[src/rtl/decoded_bit_reorder_if.sv]
// Handshake bundle between the trace-back stage, the bit reorder buffer and its consumer.
interface decoded_bit_reorder_if;
  logic bit_valid;
  logic decoded_bit;
  logic frame_abort;
  logic in_ready;
  logic out_valid;
  logic out_ready;
  logic out_bit;
  logic out_last;
  logic overflow;

  modport master (
    output bit_valid, decoded_bit, frame_abort, out_ready,
    input  in_ready, out_valid, out_bit, out_last, overflow
  );

  modport slave (
    input  bit_valid, decoded_bit, frame_abort, out_ready,
    output in_ready, out_valid, out_bit, out_last, overflow
  );
endinterface

[src/rtl/decoded_bit_reorder.sv]
// Ping-pong LIFO buffer that turns newest-first trace-back bits into chronological order.
// Optional macro REORDER_DROP_CNT_EN adds a saturating 8-bit drop_cnt output.
module decoded_bit_reorder #(
  parameter int unsigned FRAME_LEN = 64
) (
  input  logic                  clk,
  input  logic                  rst,
  decoded_bit_reorder_if.slave  bus
`ifdef REORDER_DROP_CNT_EN
  ,
  output logic [7:0]            drop_cnt
`endif
);

  localparam int unsigned CNT_W = 6;
  localparam logic [CNT_W-1:0] LAST_IDX = CNT_W'(FRAME_LEN - 1);

  typedef enum logic {
    FILLING = 1'b0,
    FULL    = 1'b1
  } bank_state_e;

  bank_state_e            state_q [2];
  bank_state_e            state_d [2];
  logic                   wr_bank_q, wr_bank_d;
  logic                   rd_bank_q, rd_bank_d;
  logic [CNT_W-1:0]       wr_cnt_q, wr_cnt_d;
  logic [CNT_W-1:0]       rd_idx_q, rd_idx_d;
  logic                   overflow_q, overflow_d;
  logic [1:0][FRAME_LEN-1:0] mem_q;

  logic in_ready_c;
  logic out_valid_c;
  logic wr_fire_c;
  logic rd_fire_c;
  logic drop_c;

  // Handshake status decodes directly from the bank state registers.
  assign in_ready_c  = (state_q[wr_bank_q] == FILLING);
  assign out_valid_c = (state_q[rd_bank_q] == FULL);
  assign wr_fire_c   = bus.bit_valid && in_ready_c && !bus.frame_abort;
  assign rd_fire_c   = out_valid_c && bus.out_ready;
  assign drop_c      = bus.bit_valid && !in_ready_c && !bus.frame_abort;

  assign bus.in_ready  = in_ready_c;
  assign bus.out_valid = out_valid_c;
  assign bus.out_bit   = out_valid_c && mem_q[rd_bank_q][rd_idx_q];
  assign bus.out_last  = out_valid_c && (rd_idx_q == '0);
  assign bus.overflow  = overflow_q;

  always_ff @(posedge clk) begin
    if (rst) begin
      state_q[0] <= FILLING;
      state_q[1] <= FILLING;
      wr_bank_q  <= 1'b0;
      rd_bank_q  <= 1'b0;
      wr_cnt_q   <= '0;
      rd_idx_q   <= LAST_IDX;
      overflow_q <= 1'b0;
    end else begin
      state_q    <= state_d;
      wr_bank_q  <= wr_bank_d;
      rd_bank_q  <= rd_bank_d;
      wr_cnt_q   <= wr_cnt_d;
      rd_idx_q   <= rd_idx_d;
      overflow_q <= overflow_d;
    end
  end

  // Write and read never target the same bank: one needs FILLING, the other FULL.
  always_comb begin
    state_d    = state_q;
    wr_bank_d  = wr_bank_q;
    rd_bank_d  = rd_bank_q;
    wr_cnt_d   = wr_cnt_q;
    rd_idx_d   = rd_idx_q;
    overflow_d = overflow_q;

    if (bus.frame_abort) begin
      wr_cnt_d = '0;
    end else if (wr_fire_c) begin
      if (wr_cnt_q == LAST_IDX) begin
        state_d[wr_bank_q] = FULL;
        wr_cnt_d           = '0;
        wr_bank_d          = !wr_bank_q;
      end else begin
        wr_cnt_d = wr_cnt_q + CNT_W'(1);
      end
    end

    if (drop_c) begin
      overflow_d = 1'b1;
    end

    if (rd_fire_c) begin
      if (rd_idx_q == '0) begin
        state_d[rd_bank_q] = FILLING;
        rd_idx_d           = LAST_IDX;
        rd_bank_d          = !rd_bank_q;
      end else begin
        rd_idx_d = rd_idx_q - CNT_W'(1);
      end
    end
  end

  // Bank storage is not reset; bank state alone decides what is valid.
  always_ff @(posedge clk) begin
    if (!rst && wr_fire_c) begin
      mem_q[wr_bank_q][wr_cnt_q] <= bus.decoded_bit;
    end
  end

`ifdef REORDER_DROP_CNT_EN
  logic [7:0] drop_cnt_q, drop_cnt_d;

  always_comb begin
    drop_cnt_d = drop_cnt_q;
    if (drop_c && (drop_cnt_q != 8'hFF)) begin
      drop_cnt_d = drop_cnt_q + 8'd1;
    end
  end

  always_ff @(posedge clk) begin
    if (rst) begin
      drop_cnt_q <= '0;
    end else begin
      drop_cnt_q <= drop_cnt_d;
    end
  end

  assign drop_cnt = drop_cnt_q;
`endif

endmodule

[src/flat_wrapper.sv]
// flat-port wrapper written by rule: the top's interface ports become plain ports
module decoded_bit_reorder_flat 
#(
  parameter int unsigned FRAME_LEN = 64
)
  (clk, rst, bus_bit_valid, bus_decoded_bit, bus_frame_abort, bus_out_ready, bus_in_ready, bus_out_valid, bus_out_bit, bus_out_last, bus_overflow);
  decoded_bit_reorder_if bus_i ();
  input  logic clk;
  input  logic rst;
  input wire logic [$bits(bus_i.bit_valid)-1:0] bus_bit_valid;
  input wire logic [$bits(bus_i.decoded_bit)-1:0] bus_decoded_bit;
  input wire logic [$bits(bus_i.frame_abort)-1:0] bus_frame_abort;
  input wire logic [$bits(bus_i.out_ready)-1:0] bus_out_ready;
  output wire logic [$bits(bus_i.in_ready)-1:0] bus_in_ready;
  output wire logic [$bits(bus_i.out_valid)-1:0] bus_out_valid;
  output wire logic [$bits(bus_i.out_bit)-1:0] bus_out_bit;
  output wire logic [$bits(bus_i.out_last)-1:0] bus_out_last;
  output wire logic [$bits(bus_i.overflow)-1:0] bus_overflow;
  assign bus_i.bit_valid = bus_bit_valid;
  assign bus_i.decoded_bit = bus_decoded_bit;
  assign bus_i.frame_abort = bus_frame_abort;
  assign bus_i.out_ready = bus_out_ready;
  assign bus_in_ready = bus_i.in_ready;
  assign bus_out_valid = bus_i.out_valid;
  assign bus_out_bit = bus_i.out_bit;
  assign bus_out_last = bus_i.out_last;
  assign bus_overflow = bus_i.overflow;
  decoded_bit_reorder #(.FRAME_LEN(FRAME_LEN)) u_core (.clk(clk), .rst(rst), .bus(bus_i));
endmodule
[config.mk]
export PLATFORM = sky130hd
export DESIGN_NAME = decoded_bit_reorder_flat
export DESIGN_NICKNAME = d
export VERILOG_FILES = /design/src/rtl/decoded_bit_reorder_if.sv /design/src/rtl/decoded_bit_reorder.sv /design/src/flat_wrapper.sv
export SDC_FILE = /design/constraint.sdc
export NUM_CORES = 1
export LEC_CHECK = 0
export CAP_MARGIN = 20
export CORE_ASPECT_RATIO = 1.2
export CORE_MARGIN = 3
export CORE_UTILIZATION = 50
export CTS_CLUSTER_SIZE = 14
export DETAILED_ROUTE_END_ITERATION = 12
export PLACE_DENSITY_LB_ADDON = 0.3
export SYNTH_ARGS = -nofsm -noshare
export SYNTH_HDL_FRONTEND = slang
export SYNTH_SLANG_ARGS = --single-unit
[constraint.sdc]
create_clock -name clk -period 2.7 [get_ports clk]
set_input_delay 0.54 -clock clk [delete_from_list [all_inputs] [get_ports clk]]
set_output_delay 0.54 -clock clk [all_outputs]
set_load 0.02 [all_outputs]
==> metrics.txt, run 1 <==
# TYPE chip_impl_metric gauge
chip_impl_info{name="cpLargestDelayFamily",value="multiplexers"} 1
chip_impl_info{name="failed_checks",value="negative setup slack"} 1
chip_impl_info{name="crit_path_cell_trace",value="buf_12 -> mux4_2 -> mux4_2 -> mux2_2 -> o32ai_2 -> a21oi_2 -> buf_4"} 1
chip_impl_metric{name="synth_warnings",unit=""} 0
chip_impl_metric{name="grt_pass1_wl",unit="um"} 22200
chip_impl_metric{name="first_iter_violations",unit=""} 248
chip_impl_metric{name="worst_setup_hold_path_clk_slew",unit="ns"} 0.06
chip_impl_metric{name="worstPathMaxFanout",unit=""} 6
chip_impl_metric{name="clock_latency",unit="ns"} 0.42
chip_impl_metric{name="avgRoutedWirePerCell",unit="um"} 19.8
chip_impl_metric{name="die_h",unit="um"} 130
chip_impl_metric{name="final-setup-viol-count",unit=""} 1
chip_impl_metric{name="critical_path_arrival",unit="ns"} 2.62
chip_impl_info{name="synth-main-ff-cell",value="edfxtp_1"} 1
chip_impl_metric{name="ir_drop",unit="mV"} 0.317
chip_impl_metric{name="total_nets_final",unit=""} 532
chip_impl_metric{name="cts-buffers-inserted",unit=""} 17
chip_impl_metric{name="clock-sinks",unit=""} 145
chip_impl_info{name="worst_setup_path_start_kind",value="flip-flop"} 1
chip_impl_metric{name="register_area",unit="sq um"} 4190
chip_impl_metric{name="final.min_clock_period",unit="ns"} 3.16
chip_impl_metric{name="p_leak",unit="uW"} 0.00257
chip_impl_info{name="critPathCaptureType",value="output pin"} 1
chip_impl_metric{name="n_fill_cell",unit=""} 952
chip_impl_metric{name="power.density_cell_area",unit="nW/um^2"} 639
chip_impl_metric{name="longest_clk_path_bufs",unit=""} 2
chip_impl_metric{name="timing.setup.tns",unit="ns"} -0.462
chip_impl_info{name="min-delay-path-class",value="reg2reg"} 1
chip_impl_info{name="dominant_cells_by_area_after_synthesis",value="edfxtp_1 60%, mux4_2 10%, nor2_1 8.3%"} 1
chip_impl_metric{name="timing.critical_path.slowest_cell_delay",unit="ns"} 0.50
chip_impl_info{name="dominant_combinational_cell_family_by_area_after_synthesis",value="simple AND/OR/NAND/NOR gates"} 1
chip_impl_metric{name="final_min_period_over_clock_period",unit=""} 1.17
chip_impl_metric{name="fin_skew",unit="ns"} 0.00571
chip_impl_info{name="tritoncts_clock_tree",value="done"} 1
chip_impl_metric{name="synth_area_per_cell",unit="sq um"} 13.4
chip_impl_metric{name="synth.cell_area",unit="sq um"} 6440
chip_impl_metric{name="synth-seq-cells",unit=""} 145
chip_impl_metric{name="fp.dieW",unit="um"} 110
chip_impl_metric{name="post_route_cells_drive_above_1_share",unit=""} 0.213
chip_impl_metric{name="mappedNetlistNets",unit=""} 489
chip_impl_metric{name="vias_per_cell",unit=""} 5.81
chip_impl_metric{name="post-route-cell-area",unit="sq um"} 7630
chip_impl_metric{name="synth.distinct_cells",unit=""} 46
chip_impl_metric{name="placeable_core_region",unit="sq um"} 12300
chip_impl_info{name="worst_setup_path_type",value="reg2out"} 1
chip_impl_metric{name="max-slew-margin-rel",unit=""} 0.405
chip_impl_metric{name="timing.final.hold_violations",unit=""} 0
chip_impl_metric{name="placement.setup.worst_slack",unit="ns"} -0.422
chip_impl_metric{name="grt_overflow",unit=""} 0
chip_impl_metric{name="port_buffers",unit=""} 10
chip_impl_metric{name="first_global_vias",unit=""} 4200
chip_impl_metric{name="rows",unit=""} 44
chip_impl_metric{name="synth-compound-area-share",unit=""} 0.0218
chip_impl_info{name="outcome",value="finished with violations"} 1
chip_impl_info{name="rsz0062_at_grt",value="true"} 1
chip_impl_metric{name="fmaxAchievable",unit="GHz"} 0.316
chip_impl_metric{name="post_synth_fa_ha_maj_area_fraction",unit=""} 0.00583
chip_impl_metric{name="cap_violations",unit=""} 0
chip_impl_metric{name="initial_util",unit=""} 0.522
chip_impl_metric{name="critical_path_depth",unit=""} 7
chip_impl_metric{name="final-max-slew-violation-count",unit=""} 0
chip_impl_metric{name="synth_simple_gate_area_share",unit=""} 0.145
chip_impl_metric{name="synth_xor_area_frac",unit=""} 0.0150
chip_impl_metric{name="globalRouteTotalUtil",unit=""} 0.212
chip_impl_metric{name="ant_nets",unit=""} 0
chip_impl_metric{name="worst_setup_slack_after_layout",unit="ns"} -0.462
chip_impl_metric{name="gp_routability_congestion",unit=""} 0.791
chip_impl_info{name="cell_with_the_largest_stage_delay_on_the_worst_path",value="mux4_2"} 1
chip_impl_metric{name="syn_to_final_growth",unit="%"} 18.5
chip_impl_metric{name="cp_num_buf_inv",unit=""} 2
chip_impl_metric{name="synth-seq-area-share",unit=""} 0.650
chip_impl_metric{name="totalWireLength",unit="um"} 13800
chip_impl_metric{name="timing.critical_path.required",unit="ns"} 2.16
chip_impl_metric{name="floorplan.die_area",unit="sq um"} 14300
chip_impl_info{name="most_common_cell_in_the_synthesized_netlist",value="nor2_1"} 1
chip_impl_metric{name="cts.htree.levels",unit=""} 4
chip_impl_metric{name="maximum_number_of_pins_on_one_net_before_global_route_repair",unit=""} 75
chip_impl_metric{name="cts_hold_buffers",unit=""} 0
chip_impl_info{name="ys_top_cells_by_count",value="143 x nor2_1, 128 x edfxtp_1, 30 x mux4_2, 27 x nand2_1, 19 x mux2i_1"} 1
chip_impl_metric{name="num_io_pins",unit=""} 11
chip_impl_metric{name="number_of_enable_type_register_cells_in_the_synthesized_netlist",unit=""} 128
chip_impl_metric{name="reg2reg_depth",unit=""} 5
chip_impl_metric{name="async_flop_share",unit=""} 0
chip_impl_metric{name="synthCells",unit=""} 480
chip_impl_metric{name="antenna_cells",unit=""} 0
chip_impl_info{name="clk_root_buffer_cell",value="clkbuf_16"} 1
chip_impl_metric{name="synth_top_area_frac",unit=""} 0.597
chip_impl_metric{name="dr_total_vias",unit=""} 4049
chip_impl_metric{name="multiInputGateArea",unit="sq um"} 2120
chip_impl_metric{name="detailed_place_hpwl",unit="um"} 9020
chip_impl_info{name="critical-path-top-cell-by-count",value="mux4_2"} 1
chip_impl_metric{name="pre_repair_dr_iteration_count",unit=""} 4
chip_impl_metric{name="postPlaceCellArea",unit="sq um"} 6990
chip_impl_metric{name="utilization",unit=""} 0.619
chip_impl_metric{name="synthMuxAreaShare",unit=""} 0.140
chip_impl_metric{name="initial_antenna_violation_count",unit=""} 0
chip_impl_metric{name="worst_pin_slew",unit="ns"} 0.890
chip_impl_metric{name="hold_depth",unit=""} 1
chip_impl_info{name="synthDominantAreaCellType",value="edfxtp_1"} 1
chip_impl_metric{name="drcViolationCount",unit=""} 0
[where the power goes]
part | total [uW] | internal [uW] | switching (uW)
Sequential | 2440 | 2440 | 1.67
Clock | 2370 | 1520 | 845
Combinational | 67.2 | 18.8 | 48.4
[metal layers]
metal	wire length [um]	global-route usage
met1	5540	0.264
met5	0	0
met2	7100	0.347
met4	444	0.108
met3	723	0.0510
[cell usage in the layout, fill, tap and decap left out, types with 5 or more instances in the layout]
cell,synthesis,routed
buf_12,0,6
nor2b_1,6,6
dfxtp_1,17,16
mux2i_1,19,19
nor2_1,143,142
buf_4,1,37
clkdlybuf4s50_1,0,6
mux4_2,30,30
clkinv_1,2,7
xnor2_1,6,6
clkbuf_16,0,18
edfxtp_1,128,128
nand3_1,10,10
nor3_1,5,5
nand2_1,27,27
xor2_1,5,5
[final cells by class]
type,instances,area share
clock buffers,18,0.0562
clock inverters,14,0.0223
inverters,6,0.00295
multi-input cells,301,0.278
flip-flops and latches,145,0.549
well taps,161,0.0264
repair buffers,52,0.0651
[flip-flops by register name, summed over array words and instances, names as in the netlist]
signal and flops:
u_core.mem_q 128, u_core.state_q 2, u_core.rd_idx_q 6, u_core.bus.overflow 1
u_core.wr_cnt_q 6, u_core.wr_bank_q 1, u_core.rd_bank_q 1
[worst paths after layout]
check                       from             endpoint  slack (ns)
max             u_core.rd_bank_q          bus_out_bit       -0.46
min          u_core.bus.overflow  u_core.bus.overflow        0.48
max reg2reg     u_core.wr_bank_q      u_core.mem_q[6]        0.34
min reg2reg  u_core.bus.overflow  u_core.bus.overflow        0.48
[worst register-to-register path: cells and delay by family (launching register included)]
kind | cells | cell delay, ns
DFF | 1 | 0.45
muxes | 1 | 0.38
and+or+nand+nor | 4 | 1.23
[logic make-up after synthesis]
family          after synthesis
xor+xnor                     11
fa+ha+maj                     3
compound gates               19
buf+inv                      34
mux                          52
simple gates                216
flops                       145
[what timing repair did]
action | 4_1_cts | 5_1_grt
pin swaps | 0 | 2
cloned | 0 | 1
resized for setup | 9 | 7
endpoints found under the hold margin | 0 | 0
endpoints found under the setup margin | 2 | 2
buffers inserted | 1 | 0
[stage by stage]
stage          total power, uW  instances  hold WS (ns)
2_1_floorplan             2510        480         0.503
3_3_place_gp              2550        663         0.467
3_5_place_dp              2550        663         0.473
4_1_cts                   4910        696         0.482
5_1_grt                   5000        697         0.498
6_report                  4870        697         0.480
(Power assumes the default switching activity.)
==> run 2: changes to the inputs <==
- CORE_UTILIZATION: 50 -> 55
==> run 2 against run 1 <==
  * The flow still finishes with violations (negative setup slack)
  * Wire length decreased by 0.44%
  * Die area is 8.6% lower
  * Clock-buffer cell count up 1
  * Cell count shrank 1.9%
  * Sequential cell count unchanged
  * Via count fell by 1.0%
  * Critical path type unchanged
==> metrics.txt, run 2 (synthesized netlist as in run 1, its figures left out) <==
# TYPE chip_impl_metric gauge
chip_impl_metric{name="n_fill_cell",unit=""} 790
chip_impl_metric{name="cts-buffers-inserted",unit=""} 17
chip_impl_metric{name="power.density_cell_area",unit="nW/um^2"} 645
chip_impl_metric{name="hold_depth",unit=""} 1
chip_impl_metric{name="pre_repair_dr_iteration_count",unit=""} 5
chip_impl_metric{name="longest_clk_path_bufs",unit=""} 2
chip_impl_metric{name="whs",unit="ns"} 0.408
chip_impl_metric{name="totalWireLength",unit="um"} 13800
chip_impl_info{name="critPathCaptureType",value="output pin"} 1
chip_impl_metric{name="cts_post_setup_buffers_inserted",unit=""} 0
chip_impl_info{name="rsz0062_at_grt",value="true"} 1
chip_impl_metric{name="first_global_vias",unit=""} 4060
chip_impl_metric{name="worst_setup_hold_path_clk_slew",unit="ns"} 0.06
chip_impl_info{name="failed_checks",value="negative setup slack"} 1
chip_impl_metric{name="grt_overflow",unit=""} 0
chip_impl_metric{name="fin_skew",unit="ns"} 0.00594
chip_impl_metric{name="floorplan.die_area",unit="sq um"} 13100
chip_impl_metric{name="initial_util",unit=""} 0.573
chip_impl_metric{name="worst_pin_slew",unit="ns"} 0.919
chip_impl_metric{name="syn_to_final_growth",unit="%"} 17.7
chip_impl_metric{name="detailed_place_hpwl",unit="um"} 8540
chip_impl_metric{name="final-max-slew-violation-count",unit=""} 0
chip_impl_metric{name="timing.reg2reg.setup_slack",unit="ns"} 0.35
chip_impl_info{name="layout_top_registers",value="u_core.mem_q (128), u_core.rd_idx_q (6), u_core.wr_cnt_q (6)"} 1
chip_impl_metric{name="globalRouteTotalUtil",unit=""} 0.219
chip_impl_metric{name="max-slew-margin-rel",unit=""} 0.386
chip_impl_metric{name="final.min_clock_period",unit="ns"} 3.18
chip_impl_metric{name="ir_drop",unit="mV"} 0.412
chip_impl_metric{name="worstPathMaxFanout",unit=""} 5
chip_impl_info{name="tritoncts_clock_tree",value="done"} 1
chip_impl_metric{name="cap_violations",unit=""} 0
chip_impl_metric{name="dr_total_vias",unit=""} 4008
chip_impl_info{name="min-delay-path-class",value="in2reg"} 1
chip_impl_metric{name="final_min_period_over_clock_period",unit=""} 1.18
chip_impl_metric{name="drcViolationCount",unit=""} 0
chip_impl_metric{name="avgRoutedWirePerCell",unit="um"} 20.1
chip_impl_metric{name="timing.final.hold_violations",unit=""} 0
chip_impl_metric{name="timing.critical_path.required",unit="ns"} 2.16
chip_impl_metric{name="utilization",unit=""} 0.674
chip_impl_metric{name="ant_nets",unit=""} 0
chip_impl_metric{name="worst_setup_slack_after_layout",unit="ns"} -0.483
chip_impl_metric{name="cts_hold_buffers",unit=""} 0
chip_impl_metric{name="final-setup-viol-count",unit=""} 1
chip_impl_info{name="min-delay-start",value="bus_decoded_bit"} 1
chip_impl_metric{name="total_nets_final",unit=""} 527
chip_impl_info{name="reg2reg_to",value="u_core.mem_q[25]"} 1
chip_impl_metric{name="gp_routability_congestion",unit=""} 0.884
chip_impl_metric{name="first_iter_violations",unit=""} 415
chip_impl_metric{name="timing.setup.tns",unit="ns"} -0.483
chip_impl_info{name="layout_commonest_cell",value="nor2_1"} 1
chip_impl_metric{name="die_h",unit="um"} 125
chip_impl_info{name="whs_endpoint",value="u_core.mem_q[11]"} 1
chip_impl_metric{name="maximum_number_of_pins_on_one_net_before_global_route_repair",unit=""} 80
chip_impl_info{name="largest_reg_by_ff_count",value="u_core.mem_q"} 1
chip_impl_metric{name="fp.dieW",unit="um"} 105
chip_impl_metric{name="power_switching_share",unit=""} 0.185
chip_impl_metric{name="clock-sinks",unit=""} 145
chip_impl_metric{name="vias_per_cell",unit=""} 5.86
chip_impl_metric{name="largest_reg_flops",unit=""} 128
chip_impl_info{name="clk_root_buffer_cell",value="clkbuf_16"} 1
chip_impl_metric{name="initial_antenna_violation_count",unit=""} 0
chip_impl_metric{name="rows",unit=""} 42
chip_impl_metric{name="clock_latency",unit="ns"} 0.41
chip_impl_metric{name="seq_power_share",unit=""} 0.499
chip_impl_info{name="commonest_cells_after_routing_fill_and_taps_aside",value="142 x nor2_1, 128 x edfxtp_1, 33 x buf_4"} 1
chip_impl_metric{name="power.share.clock",unit=""} 0.488
chip_impl_metric{name="total_switching_power",unit="uW"} 905
chip_impl_metric{name="grt_pass1_wl",unit="um"} 21600
chip_impl_metric{name="num_io_pins",unit=""} 11
chip_impl_info{name="worst_setup_path_start_kind",value="flip-flop"} 1
chip_impl_metric{name="intPower",unit="uW"} 3980
chip_impl_info{name="worst_setup_path_type",value="reg2out"} 1
chip_impl_metric{name="antenna_cells",unit=""} 0
chip_impl_metric{name="critical_path_arrival",unit="ns"} 2.64
chip_impl_metric{name="post_route_cells_drive_above_1_share",unit=""} 0.208
chip_impl_info{name="crit-reg2reg-launch",value="u_core.wr_bank_q"} 1
chip_impl_info{name="outcome",value="finished with violations"} 1
chip_impl_metric{name="cts.htree.levels",unit=""} 4
chip_impl_metric{name="p_leak",unit="uW"} 0.00254
chip_impl_metric{name="p_comb_frac",unit=""} 0.014
chip_impl_metric{name="placeable_core_region",unit="sq um"} 11200
chip_impl_metric{name="port_buffers",unit=""} 10
chip_impl_metric{name="fmaxAchievable",unit="GHz"} 0.314
chip_impl_metric{name="reg2reg_depth",unit=""} 6
==> run 2: critical path, stage by stage (launching register included) <==
cell and delay [ns]:
dfxtp_4 0.37, buf_12 0.12, mux4_2 0.48, mux4_2 0.50
mux2_4 0.29, o32ai_4 0.22, a21oi_2 0.08, buf_4 0.17
==> run 2: worst max path at each step <==
stage,from,to,cells after the start
after floorplan,u_core.rd_bank_q,bus_out_bit,6
after global placement,u_core.rd_bank_q,bus_out_bit,7
after detailed placement,u_core.rd_bank_q,bus_out_bit,7
after CTS,u_core.rd_bank_q,bus_out_bit,7
after global routing,u_core.rd_bank_q,bus_out_bit,7
final,u_core.rd_bank_q,bus_out_bit,7
==> run 2: power groups by stage <==
stage                     combinational (uW)  sequential (uW)  clock [uW]
after floorplan                         20.0             2490           0
after global placement                  62.8             2490           0
after detailed placement                65.3             2490           0
after CTS                               65.8             2440        2390
after global routing                    73.2             2440        2490
final                                   66.2             2440        2380
==> run 2: cell type report <==
type	count	area, sq um	share of cell area
Sequential cell	145	4190	0.552
Multi-Input combinational cell	301	2150	0.283
Clock buffer	19	433	0.0571
Timing Repair Buffer	47	433	0.0571
Tap cell	154	193	0.0254
Clock inverter	12	166	0.0219
Inverter	6	22.5	0.00297
==> run 2: timing repair <==
| action | 4_1_cts | 5_1_grt |
|---|---|---|
| hold endpoints to repair | 0 | 0 |
| gates cloned | 0 | 0 |
| endpoints found under the setup margin | 3 | 2 |
| resized for setup | 14 | 3 |
| pin swaps | 0 | 0 |
==> run 2: per-stage QoR <==
step	worst slack, ns	std cells	area (sq um)	total power (uW)
after detailed placement	-0.457	653	6950	2550
after CTS	-0.473	684	7560	4900
final	-0.483	684	7580	4890
after floorplan	0.0643	480	6440	2510
after global routing	-0.542	684	7580	5000
after global placement	-0.462	653	6950	2550
==> run 2: per-layer routing <==
metal / up-vias / GRT usage / part of all wire
li1: 1826 / - / -
met1: 2001 / 0.284 / 0.42
met2: 150 / 0.350 / 0.50
met3: 31 / 0.0565 / 0.058
met4: 0 / 0.0965 / 0.024
met5: - / 0 / 0
